## src/rtl/rgmii_tx.sv

```systemverilog
// RGMII transmit framer: byte stream in, preamble/SFD/payload/FCS/IPG out
// on a 4-bit DDR-style interface emulated from a single system clock.
module rgmii_tx #(
    parameter int CLK_DIV   = 2,
    parameter bit FCS_EN    = 1'b1,
    parameter int IPG_BYTES = 12
) (
    input  logic       clk,
    input  logic       SW0,
    input  logic [7:0] in_data,
    input  logic       in_valid,
    input  logic       in_last,
    output logic       in_ready,
    output logic       rgm_tx_clk,
    output logic       rgm_tx_en,
    output logic [3:0] rgm_tx_d,
    output logic       busy,
    output logic       frame_done,
    output logic       underrun
);

    localparam int DW        = (CLK_DIV > 2) ? $clog2(CLK_DIV) : 1;
    localparam int IPG_SLOTS = 2 * IPG_BYTES;
    localparam int CW        = (IPG_SLOTS > 8) ? $clog2(IPG_SLOTS) : 3;

    typedef enum logic [2:0] {
        S_IDLE,
        S_PRE,
        S_PAY,
        S_FCS,
        S_IPG
    } state_t;

    state_t        state_q, state_d;
    logic [DW-1:0] div_q, div_d;
    logic [CW-1:0] cnt_q, cnt_d;
    logic          hi_q, hi_d;
    logic [7:0]    byte_q, byte_d;
    logic          last_q, last_d;
    logic          bad_q, bad_d;
    logic [31:0]   crc_q, crc_d;
    logic          txc_q, txc_d;
    logic          en_q, en_d;
    logic [3:0]    d_q, d_d;
    logic          busy_q, busy_d;
    logic          done_q, done_d;

    logic          tick, half;
    logic          go_pre, go_end, go_ipg, end_bad;
    logic [31:0]   fcs_word, end_word;
    logic [7:0]    cur_byte, nxt_fcs;

    function automatic logic [31:0] crc_step(input logic [31:0] c,
                                             input logic [7:0]  b);
        logic [31:0] r;
        r = c;
        for (int i = 0; i < 8; i++) begin
            r = (r[0] ^ b[i]) ? ((r >> 1) ^ 32'hEDB88320) : (r >> 1);
        end
        return r;
    endfunction

    function automatic logic [7:0] sel_byte(input logic [31:0] w,
                                            input logic [1:0]  idx);
        logic [7:0] r;
        unique case (idx)
            2'd0:    r = w[7:0];
            2'd1:    r = w[15:8];
            2'd2:    r = w[23:16];
            default: r = w[31:24];
        endcase
        return r;
    endfunction

    assign tick = (div_q == DW'(CLK_DIV - 1));
    assign half = (div_q == DW'(CLK_DIV / 2 - 1));
    assign div_d = tick ? '0 : div_q + 1'b1;
    assign txc_d = half ? ~txc_q : txc_q;

    // The strobe sits on the last clk of a high-nibble slot so the
    // accepted byte's low nibble goes out on the very next slot start.
    assign in_ready = tick & hi_q &
                      (((state_q == S_PRE) & (cnt_q == CW'(7))) |
                       ((state_q == S_PAY) & ~last_q));
    assign underrun = in_ready & ~in_valid;

    assign fcs_word = bad_q ? crc_q : ~crc_q;
    assign nxt_fcs  = sel_byte(fcs_word, cnt_q[1:0] + 2'd1);

    always_comb begin
        state_d  = state_q;
        cnt_d    = cnt_q;
        hi_d     = hi_q;
        byte_d   = byte_q;
        last_d   = last_q;
        bad_d    = bad_q;
        crc_d    = crc_q;
        en_d     = en_q;
        d_d      = d_q;
        busy_d   = busy_q;
        done_d   = 1'b0;
        go_pre   = 1'b0;
        go_end   = 1'b0;
        go_ipg   = 1'b0;
        end_bad  = bad_q;
        end_word = 32'h0;
        cur_byte = 8'h00;

        unique case (state_q)
            S_PRE:   cur_byte = (cnt_q == CW'(7)) ? 8'hD5 : 8'h55;
            S_PAY:   cur_byte = byte_q;
            S_FCS:   cur_byte = sel_byte(fcs_word, cnt_q[1:0]);
            default: cur_byte = 8'h00;
        endcase

        if (tick) begin
            unique case (state_q)
                S_IDLE: go_pre = in_valid & ~txc_q;
                S_IPG: begin
                    if (cnt_q == CW'(IPG_SLOTS - 1)) begin
                        if (in_valid & ~txc_q) begin
                            go_pre = 1'b1;
                        end else begin
                            state_d = S_IDLE;
                            busy_d  = 1'b0;
                        end
                    end else begin
                        cnt_d = cnt_q + 1'b1;
                    end
                end
                default: begin
                    if (!hi_q) begin
                        hi_d = 1'b1;
                        d_d  = cur_byte[7:4];
                    end else begin
                        hi_d = 1'b0;
                        if (in_ready) begin
                            if (in_valid) begin
                                state_d = S_PAY;
                                byte_d  = in_data;
                                last_d  = in_last;
                                crc_d   = crc_step(crc_q, in_data);
                                d_d     = in_data[3:0];
                            end else begin
                                end_bad = 1'b1;
                                bad_d   = 1'b1;
                                go_end  = 1'b1;
                            end
                        end else if (state_q == S_PRE) begin
                            cnt_d = cnt_q + 1'b1;
                            d_d   = 4'h5;
                        end else if (state_q == S_PAY) begin
                            go_end = 1'b1;
                        end else if (cnt_q == CW'(3)) begin
                            go_ipg = 1'b1;
                        end else begin
                            cnt_d = cnt_q + 1'b1;
                            d_d   = nxt_fcs[3:0];
                        end
                    end
                end
            endcase
        end

        if (go_end) begin
            if (FCS_EN) begin
                // An underrun sends the raw register: a guaranteed-bad FCS.
                end_word = end_bad ? crc_q : ~crc_q;
                state_d  = S_FCS;
                cnt_d    = '0;
                d_d      = end_word[3:0];
            end else begin
                go_ipg = 1'b1;
            end
        end

        if (go_ipg) begin
            state_d = S_IPG;
            cnt_d   = '0;
            hi_d    = 1'b0;
            en_d    = 1'b0;
            d_d     = 4'h0;
            done_d  = 1'b1;
        end

        if (go_pre) begin
            state_d = S_PRE;
            cnt_d   = '0;
            hi_d    = 1'b0;
            en_d    = 1'b1;
            d_d     = 4'h5;
            crc_d   = 32'hFFFFFFFF;
            bad_d   = 1'b0;
            last_d  = 1'b0;
            busy_d  = 1'b1;
        end
    end

    always_ff @(posedge clk or posedge SW0) begin
        if (SW0) begin
            state_q <= S_IDLE;
            div_q   <= '0;
            cnt_q   <= '0;
            hi_q    <= 1'b0;
            byte_q  <= 8'h00;
            last_q  <= 1'b0;
            bad_q   <= 1'b0;
            crc_q   <= 32'hFFFFFFFF;
            txc_q   <= 1'b0;
            en_q    <= 1'b0;
            d_q     <= 4'h0;
            busy_q  <= 1'b0;
            done_q  <= 1'b0;
        end else begin
            state_q <= state_d;
            div_q   <= div_d;
            cnt_q   <= cnt_d;
            hi_q    <= hi_d;
            byte_q  <= byte_d;
            last_q  <= last_d;
            bad_q   <= bad_d;
            crc_q   <= crc_d;
            txc_q   <= txc_d;
            en_q    <= en_d;
            d_q     <= d_d;
            busy_q  <= busy_d;
            done_q  <= done_d;
        end
    end

    assign rgm_tx_clk = txc_q;
    assign rgm_tx_en  = en_q;
    assign rgm_tx_d   = d_q;
    assign busy       = busy_q;
    assign frame_done = done_q;

endmodule

```

## config.mk

```make
export PLATFORM = sky130hd
export DESIGN_NAME = rgmii_tx
export DESIGN_NICKNAME = d
export VERILOG_FILES = /design/src/rtl/rgmii_tx.sv
export SDC_FILE = /design/constraint.sdc
export NUM_CORES = 1
export LEC_CHECK = 0
export CORE_AREA = 10 10 99 101
export DETAILED_ROUTE_END_ITERATION = 7
export DIE_AREA = 0 0 109 111
export GPL_TIMING_DRIVEN = 0
export PLACE_DENSITY = 0.73
export SETUP_SLACK_MARGIN = 0.5
export SLEW_MARGIN = 25
export SYNTH_ARGS = -nofsm -noshare
export SYNTH_HDL_FRONTEND = slang
export SYNTH_SLANG_ARGS = --single-unit
```

## constraint.sdc

```tcl
create_clock -name clk -period 2.3 [get_ports clk]
set_input_delay 0.345 -clock clk [delete_from_list [all_inputs] [get_ports clk]]
set_output_delay 0.345 -clock clk [all_outputs]
set_load 0.005 [all_outputs]
```

==> metrics.yaml, run 1 <==
routing:
  vias: 4352
  drc: 0
  drt-total-wl_um: 16500
  drt_iter0_drc: 437
  ant_nets: 0
  drt_first_pass_iters: 6
  via_per_inst: 6.57
  avgRoutedWirePerCell_um: 25.0
yosys:
  synth.top_cell.area_share_pct: 20.1
  syn_avg_cell_area_um2: 9.28
  ys_types: 68
  netlist_area_um2: 4190
  synth_seq_cells: 56
  synth_warnings: 0
  yosysMostFrequentCell: "xnor2_1"
  ys_seq_area_share_pct: 34.4
  synthArstFlopShare_pct: 100
  syn_nets: 469
  postSynthCellCount: 451
  synth_edf_count: 0
  synth_largest_area_cell: "dfstp_2"
  synth.area.top_cells: "dfstp_2 (20%), dfrtp_1 (14%), xnor2_1 (11%)"
  netlist_top_cells_count: "xnor2_1 (51), a21oi_1 (48), nor3_1 (36)"
  synth_flop_cell: "dfstp_2"
timing:
  setup_tns_ns: 0
  fmax_mhz: 440
  clock_skew_ns: 0.00816
  worst_slew_pin_slew_ns: 0.548
  slew_headroom_pct: 63.5
  finalCritPeriodShare_pct: 98.8
  finalMaxSlewViolations: 0
  rsz0062_at_grt: "true"
  period_minus_slack_ns: 2.27
  finalWorstSetupSlack_ns: 0.0279
  hold_viol_final: 0
  finalSetupViolCount: 0
finish:
  diodes: 0
  nNetsFinal: 574
  drive_above_1_share_pct: 49.2
  final_core_utilization_pct: 81.6
  multi_input_area_um2: 3290
  final-seq-area_um2: 1450
  syn2layout_area_growth_pct: 55.5
  nFillCells: 405
  design_area_um2: 6510
worst_setup_path:
  worstPathMaxFanout: 7
  path_class: "reg2reg"
  critPathLaunchType: "flip-flop"
  end_kind: "flip-flop"
  critPathRequiredTime_ns: 2.52
  crit_arrival_ns: 2.49
pwr:
  p_sw_share_pct: 35.0
  net-switching-power_mw: 1.06
  cellPowerDensity_nw_per_um2: 466
  clkPwrFrac_pct: 22.2
  power.share.sequential_pct: 39.7
  power.total_mw: 3.04
  p_leak_nw: 2.57
  p_comb_share_pct: 38.1
  p_int_mw: 1.97
  irDropWorstVdd_uv: 448
place:
  dpl.hpwl_um: 8480
  gp_congestion: 0.936
  dpl_worst_slack_ns: -0.147
  port_buffers: 20
  placed_cell_area_um2: 4660
clocking:
  htree_levels: 2
  clock_latency_ns: 0.33
  cts_tree: "done"
  clk_pin_slew_worst_paths_ns: 0.11
  numCtsBuffers: 5
  hold_buffers: 0
  cts_buffer_depth: 2
  clock_sinks: 56
  clock-root-buffer: "clkbuf_8"
die:
  die-area_um2: 12100
  die_w_um: 109
  core_area_um2: 7970
  num_io_pins: 22
  row_count: 33
  start_util_pct: 52.5
  die_h_um: 111
grt:
  grt_overflow: 0
  antenna_found_initial: 0
  grt_max_degree: 37
  first_global_vias: 3926
  grt_pass1_wl_um: 21000
  globalRouteTotalUtil_pct: 21.5
job:
  drv_cap: 0
run_status:
  status: "finished, final reports clean"
min_path:
  hp-class: "in2async"
[path summary, 6_finish.rpt]
check	from	end	slack [ns]	cells past startpoint
worst max-delay path	cnt_q[0]	rgm_tx_d[3]	0.03	10
worst min-delay path	SW0	byte_q[6]	0.31	2
worst max register to register	cnt_q[0]	rgm_tx_d[3]	0.03	10
worst min register to register	byte_q[6]	byte_q[6]	0.53	2
max in group asynchronous	SW0	crc_q[2]	1.42	3
min in group clk	in_data[4]	byte_q[4]	0.52	3
[logic make-up after synthesis]
| group | after synthesis | share of synthesized area [%] |
|---|---|---|
| simple gates | 128 | 16.1 |
| xor+xnor | 84 | 22.1 |
| compound gates | 124 | 20.2 |
| fa+ha+maj | 6 | 1.79 |
| flops | 56 | 34.4 |
| buf+inv | 53 | 5.41 |
[cell usage in the layout, fill, tap and decap left out, types with 12 or more instances in the layout]
master           instances
inv_1                   22
buf_4                   47
clkdlybuf4s50_1         15
a21oi_1                 27
a221oi_1                13
nand2_1                 29
nor3_2                  14
nor2_1                  13
dfrtp_1                 19
a21oi_2                 20
nor3_4                  17
dfstp_2                 32
xor2_1                  17
buf_6                   19
xnor2_1                 49
clkbuf_16               12
[metrics by stage]
stage          hold slack, ns  cells
6_report                0.313    662
5_1_grt                 0.336    662
4_1_cts                 0.320    630
3_5_place_dp            0.470    577
3_3_place_gp            0.466    576
2_1_floorplan           0.446    451
[state kept, by name, summed over array words and instances (netlist names)]
register    flops
bad_q           1
busy            1
byte_q          4
cnt_q           5
crc_q          32
div_q           1
frame_done      1
hi_q            1
last_q          1
rgm_tx_clk      1
rgm_tx_d        4
rgm_tx_en       1
state_q         3
[power by group through the flow]
stage               logic (mW)  registers, mW  clock network (mW)
floorplan                0.676           1.16                   0
global placement         0.809           1.18                   0
detailed placement       0.825           1.18                   0
CTS                      0.995           1.17               0.667
global route              1.23           1.21               0.714
finish                    1.16           1.20               0.675
[worst max-delay path: stages (launching register included)]
cell	delay [ns]
dfrtp_2	0.41
buf_6	0.15
inv_6	0.05
ha_4	0.18
buf_8	0.14
buf_12	0.13
a221oi_1	0.28
o21ai_1	0.15
a311oi_2	0.30
nor4_1	0.10
a221o_1	0.26
[area by class of cell]
class / count / area share (%)
timing repair buffer: 98 / 16.6
multi-input combinational: 342 / 50.6
clock buffer: 7 / 1.65
sequential: 56 / 22.3
clock inverter: 1 / 0.135
tap: 105 / 2.02
buffer: 27 / 5.04
inverter: 26 / 1.69
[timing repair]
action	in CTS	in global routing
gates cloned	0	9
resized for setup	101	113
pin swaps	32	51
setup endpoints to repair	54	51
buffers inserted	45	23
[metal layers]
metal  part of all wire, %  up-vias  global-route usage, %
li1                      -     1828                      -
met1                    37     2122                   27.5
met2                    49      304                   35.9
met3                   7.1       98                   3.02
met4                   6.6        0                   7.04
met5                     0        -                      0
No activity file was read; power rests on OpenSTA's default activity.
==> run 2, diff against run 1 <==
Settings changed: RECOVER_POWER set to 100, REMOVE_ABC_BUFFERS set to 1.
==> run 2 against run 1 <==
The flow now finishes with violations (setup timing). Utilization rose by 2.4 points. Total power is 1.8% lower. Clock skew increased by 0.014 ns. Sequential power about the same. Cell area rose by 3.0%. Flip-flop and latch count did not move. Global-route usage increased by 5.1 points. Die area unchanged. Combinational power grew 3%. Via count increased by 8.5%. Sequential share of layout area shrank 0.55 points. Count of clock-buffer cells in the layout unchanged. Largest cell class unchanged. Largest power group unchanged.
==> metrics.yaml, run 2 (synthesis gave the netlist of run 1 again) <==
run_status:
  status: "complete, but fails checks"
  violations: "setup timing"
routing:
  vias: 4724
  drt-total-wl_um: 20100
  via_per_inst: 7.07
  drt_first_pass_iters: 6
  wl_met2_um: 9330
  dr_wl_met3_um: 2240
  avgRoutedWirePerCell_um: 30.1
  drc: 0
  drt-met1-wl_um: 6660
  ant_nets: 0
  drt_iter0_drc: 618
  top_layer_used: "met4"
finish:
  drive_above_1_share_pct: 52.4
  final_cells: 668
  diodes: 0
  largest-register: "crc_q"
  syn2layout_area_growth_pct: 60.1
  layout_commonest_cell: "buf_4"
  final_cell_mix: "buf_4 (61), xnor2_1 (50), dfstp_2 (32), a21oi_2 (26), nand2_1 (26)"
  final_core_utilization_pct: 84.1
  largest_registers: "crc_q (32), cnt_q (5)"
  largest_reg_flops: 32
  nNetsFinal: 580
  design_area_um2: 6700
  nFillCells: 360
place:
  dpl.hpwl_um: 7500
  gp_congestion: 0.843
  port_buffers: 21
  placed_cell_area_um2: 4510
  dp.cells: 554
  dpl_worst_slack_ns: -0.561
worst_setup_path:
  worstPathMaxFanout: 7
  critical_path.slowest_cell: "dfrtp_2"
  critPathLaunchType: "flip-flop"
  path_class: "reg2reg"
  r2r-start: "cnt_q[0]"
  crit_arrival_ns: 2.63
  r2r-end: "rgm_tx_d[0]"
  critPathRequiredTime_ns: 2.49
  cpPeakStageDelay_ns: 0.49
  ff2ff_path_depth: 8
  crit_chain: "buf_6, ha_4, buf_8, a221oi_1, o21ai_0, a311oi_2, or3_1, a31oi_1"
  r2r_slack_ns: -0.13
  end_kind: "flip-flop"
pwr:
  cellPowerDensity_nw_per_um2: 445
  p_int_mw: 1.86
  net-switching-power_mw: 1.12
  p_sw_share_pct: 37.6
  power.total_mw: 2.98
  clkPwrFrac_pct: 19.1
  irDropWorstVdd_uv: 385
  power.share.sequential_pct: 40.7
  p_comb_share_pct: 40.2
  p_leak_nw: 2.63
die:
  core_area_um2: 7970
  die-area_um2: 12100
  num_io_pins: 22
  start_util_pct: 52.5
  row_count: 33
  die_w_um: 109
  die_h_um: 111
clocking:
  cts_buffer_depth: 2
  clock_latency_ns: 0.33
  cts_tree: "done"
  numCtsBuffers: 5
  clock-root-buffer: "clkbuf_8"
  clk_pin_slew_worst_paths_ns: 0.11
  clock_sinks: 56
  htree_levels: 2
min_path:
  hp-class: "reg2reg"
  min-delay-start: "rgm_tx_clk"
  min_to: "rgm_tx_clk"
  whs_path_depth: 1
timing:
  hold_viol_final: 0
  fmax_mhz: 411
  worst_slew_pin_slew_ns: 1.05
  finalSetupViolCount: 3
  clock_skew_ns: 0.0226
  rsz0062_at_grt: "true"
  finalCritPeriodShare_pct: 106
  slew_headroom_pct: 29.5
  setup_tns_ns: -0.273
  hold_slack_ns: 0.502
  finalWorstSetupSlack_ns: -0.132
  finalMaxSlewViolations: 0
  period_minus_slack_ns: 2.43
grt:
  antenna_found_initial: 0
  first_global_vias: 4640
  grt_pass1_wl_um: 25400
  grt_max_degree: 37
  grt_overflow: 0
  globalRouteTotalUtil_pct: 26.6
job:
  drv_cap: 0
## run 2: cell count changes in the layout (fill, tap and decap cells not counted), sizes merged
cell / delta
buf: +20
clkbuf: -14
clkdlybuf4s15: +1
clkdlybuf4s50: -6
clkinvlp: +1
dlygate4sd2: -4
dlygate4sd3: +9
inv: -1
## run 2: repair_timing
item | CTS | global route
endpoints found under the setup margin | 54 | 54
resized for setup | 148 | 93
hold buffers | 0 | 0
pin swaps | 49 | 52
cloned | 8 | 2
buffers inserted | 65 | 31
## run 2: cell type report
class                           count  area, um^2  share of cell area, %
Sequential cell                    56        1450                   21.7
Inverter                           26         104                   1.55
Clock inverter                      1        5.00                 0.0747
Multi-Input combinational cell    342        3420                   51.0
Timing Repair Buffer              131        1510                   22.6
Tap cell                          105         131                   1.96
Clock buffer                        7        76.3                   1.14
## run 2: worst max path at each step
stage,startpoint,end,slack (ns),cells after the start
4_1_cts,cnt_q[0],rgm_tx_d[2],0.14,8
6_report,cnt_q[0],rgm_tx_d[0],-0.13,8
2_1_floorplan,state_q[0],last_q,-1.38,5
5_1_grt,cnt_q[0],rgm_tx_d[1],-0.28,8
3_3_place_gp,state_q[0],byte_q[6],-2.67,6
3_5_place_dp,bad_q,rgm_tx_d[2],-0.56,6
## run 2: critical path: cells and delay by family, from the launching register on
family / cells / cell delay (ns)
AND/OR/NAND/NOR: 1 / 0.19
adder cells (fa/ha/maj): 1 / 0.21
AO/OA/AOI/OAI: 4 / 1.10
flip-flops: 1 / 0.49
buffers and inverters: 2 / 0.32
## run 2: power groups by stage
stage / clock network (mW) / logic, mW / registers, mW
CTS: 0.562 / 0.955 / 1.18
global placement: 0 / 0.803 / 1.18
floorplan: 0 / 0.668 / 1.16
detailed placement: 0 / 0.820 / 1.18
finish: 0.569 / 1.20 / 1.21
global route: 0.600 / 1.26 / 1.22
## run 2: per-layer routing
| metal | track usage (%) | up-vias |
|---|---|---|
| met5 | 0 | - |
| met4 | 19.3 | 0 |
| met3 | 5.35 | 182 |
| met2 | 43.2 | 441 |
| met1 | 29.8 | 2262 |
| li1 | - | 1839 |
==> run 3, diff against run 2 <==
Settings changed: CORE_AREA 10 10 99 101 to 4 4 93 95, DIE_AREA 0 0 109 111 to 0 0 97 99.
==> run 3 against run 2 <==
The run still ends with setup timing left. Sequential share of layout area is 1.4 points higher. Die area is 21% lower. First-iteration DRC count is 35% lower. Fmax is 0.56% higher. Total power is 0.34% higher. Flip-flop and latch count stayed put. Critical endpoint is now rgm_tx_d[2].
==> metrics.yaml, run 3 (synthesis gave the netlist of run 1 again) <==
clocking:
  clk_pin_slew_worst_paths_ns: 0.10
  clock-root-buffer: "clkbuf_8"
  numCtsBuffers: 5
  clock_latency_ns: 0.32
  cts_buffer_depth: 2
  clock_sinks: 56
  htree_levels: 2
  hold_buffers: 0
  cts_tree: "done"
min_path:
  hp-class: "reg2reg"
  whs_path_depth: 1
  min_to: "rgm_tx_clk"
  min-delay-start: "rgm_tx_clk"
grt:
  grt_overflow: 0
  globalRouteTotalUtil_pct: 28.4
  grt_max_degree: 40
  grt_pass1_wl_um: 21900
  first_global_vias: 4010
  antenna_found_initial: 0
die:
  num_io_pins: 22
  start_util_pct: 54.2
  row_count: 32
  die_h_um: 99
  die-area_um2: 9600
  die_w_um: 97
  core_area_um2: 7730
timing:
  hold_slack_ns: 0.498
  slew_headroom_pct: 40.3
  worst_slew_pin_slew_ns: 0.890
  finalWorstSetupSlack_ns: -0.119
  fmax_mhz: 413
  period_minus_slack_ns: 2.42
  rsz0062_at_grt: "true"
  hold_viol_final: 0
  finalMaxSlewViolations: 0
  finalCritPeriodShare_pct: 105
  clock_skew_ns: 0.0112
  finalSetupViolCount: 2
finish:
  layout_commonest_cell: "xnor2_1"
  drive_above_1_share_pct: 48.7
  nFillCells: 371
  diodes: 0
  nNetsFinal: 541
  largest_reg_flops: 32
  syn2layout_area_growth_pct: 50.4
  final_cell_mix: "xnor2_1 (48), buf_4 (39), dfstp_2 (32), nor3_4 (24), nand2_1 (24)"
  largest-register: "crc_q"
  largest_registers: "crc_q (32), cnt_q (5)"
worst_setup_path:
  r2r-start: "bad_q"
  path_class: "reg2reg"
  r2r-end: "rgm_tx_d[2]"
  critPathLaunchType: "flip-flop"
  cpPeakStageDelay_ns: 0.70
  crit_chain: "inv_2, a221oi_1, o21ai_0, a311oi_2, nor4_1, or3_1"
  critical_path.slowest_cell: "dfrtp_4"
  ff2ff_path_depth: 6
  r2r_slack_ns: -0.12
  end_kind: "flip-flop"
  crit_arrival_ns: 2.62
  critPathRequiredTime_ns: 2.51
  worstPathMaxFanout: 24
place:
  gp_congestion: 0.858
  dpl_worst_slack_ns: -0.559
  dpl.hpwl_um: 7250
  port_buffers: 21
pwr:
  p_leak_nw: 2.40
  power.total_mw: 2.99
  cellPowerDensity_nw_per_um2: 475
  irDropWorstVdd_uv: 455
routing:
  avgRoutedWirePerCell_um: 25.7
  drt-total-wl_um: 16100
  via_per_inst: 6.89
  drt_iter0_drc: 401
  vias: 4312
  drt_first_pass_iters: 6
  ant_nets: 0
  drc: 0
run_status:
  status: "complete, but fails checks"
  violations: "setup timing"
job:
  drv_cap: 0
## run 3: how the worst max path moves through the flow
stage	slack, ns	depth (start not counted)	to	startpoint
5_1_grt	-0.14	6	rgm_tx_d[2]	bad_q
4_1_cts	0.12	8	rgm_tx_d[2]	cnt_q[0]
6_report	-0.12	6	rgm_tx_d[2]	bad_q
2_1_floorplan	-1.38	5	last_q	state_q[0]
3_5_place_dp	-0.56	6	rgm_tx_d[2]	bad_q
3_3_place_gp	-2.73	6	byte_q[6]	state_q[0]
## run 3: what timing repair did
item                       in CTS  in global routing
setup endpoints to repair      54                 54
cloned                          5                  4
resized for setup             125                 97
buffers inserted               36                 22
pin swaps                      40                 41
## run 3: metrics by stage
stage / TNS, ns / instance area (um^2) / utilization (%) / cells
2_1_floorplan: -49.61 / 4060 / - / 424
3_3_place_gp: -113.73 / 4390 / 56.9 / 547
3_5_place_dp: -6.43 / 4510 / 58.3 / 551
4_1_cts: 0 / 5570 / 72.1 / 600
5_1_grt: -0.329 / 6290 / 81.4 / 626
6_report: -0.173 / 6290 / 81.4 / 626
## run 3: area by class of cell
cell class	instances	area (um^2)	share of cell area (%)
Tap cell	102	128	2.03
Multi-Input combinational cell	342	3410	54.2
Timing Repair Buffer	92	1100	17.5
Sequential cell	56	1450	23.1
Clock buffer	8	100	1.59
Inverter	26	104	1.65
## run 3: routing by layer
layer  GRT usage [%]  vias up  routed length, um
li1                -     1761                  -
met1            35.1     2099               5610
met2            49.9      347               7920
met3            4.18      105               1540
met4            10.9        0                999
met5               0        -                  0
## run 3: worst max-delay path, delay by kind of cell, from the launching register on
kind / cells / cell delay (ns)
DFF: 1 / 0.70
buffers and inverters: 1 / 0.26
and+or+nand+nor: 2 / 0.40
AOI/OAI and AO/OA: 3 / 0.93
## run 3: where the power goes
group	switching, mW	total, mW	internal [mW]
Clock	0.341	0.617	0.276
Sequential	0.114	1.20	1.09
Combinational	0.616	1.17	0.554
Total	1.07	2.99	1.92
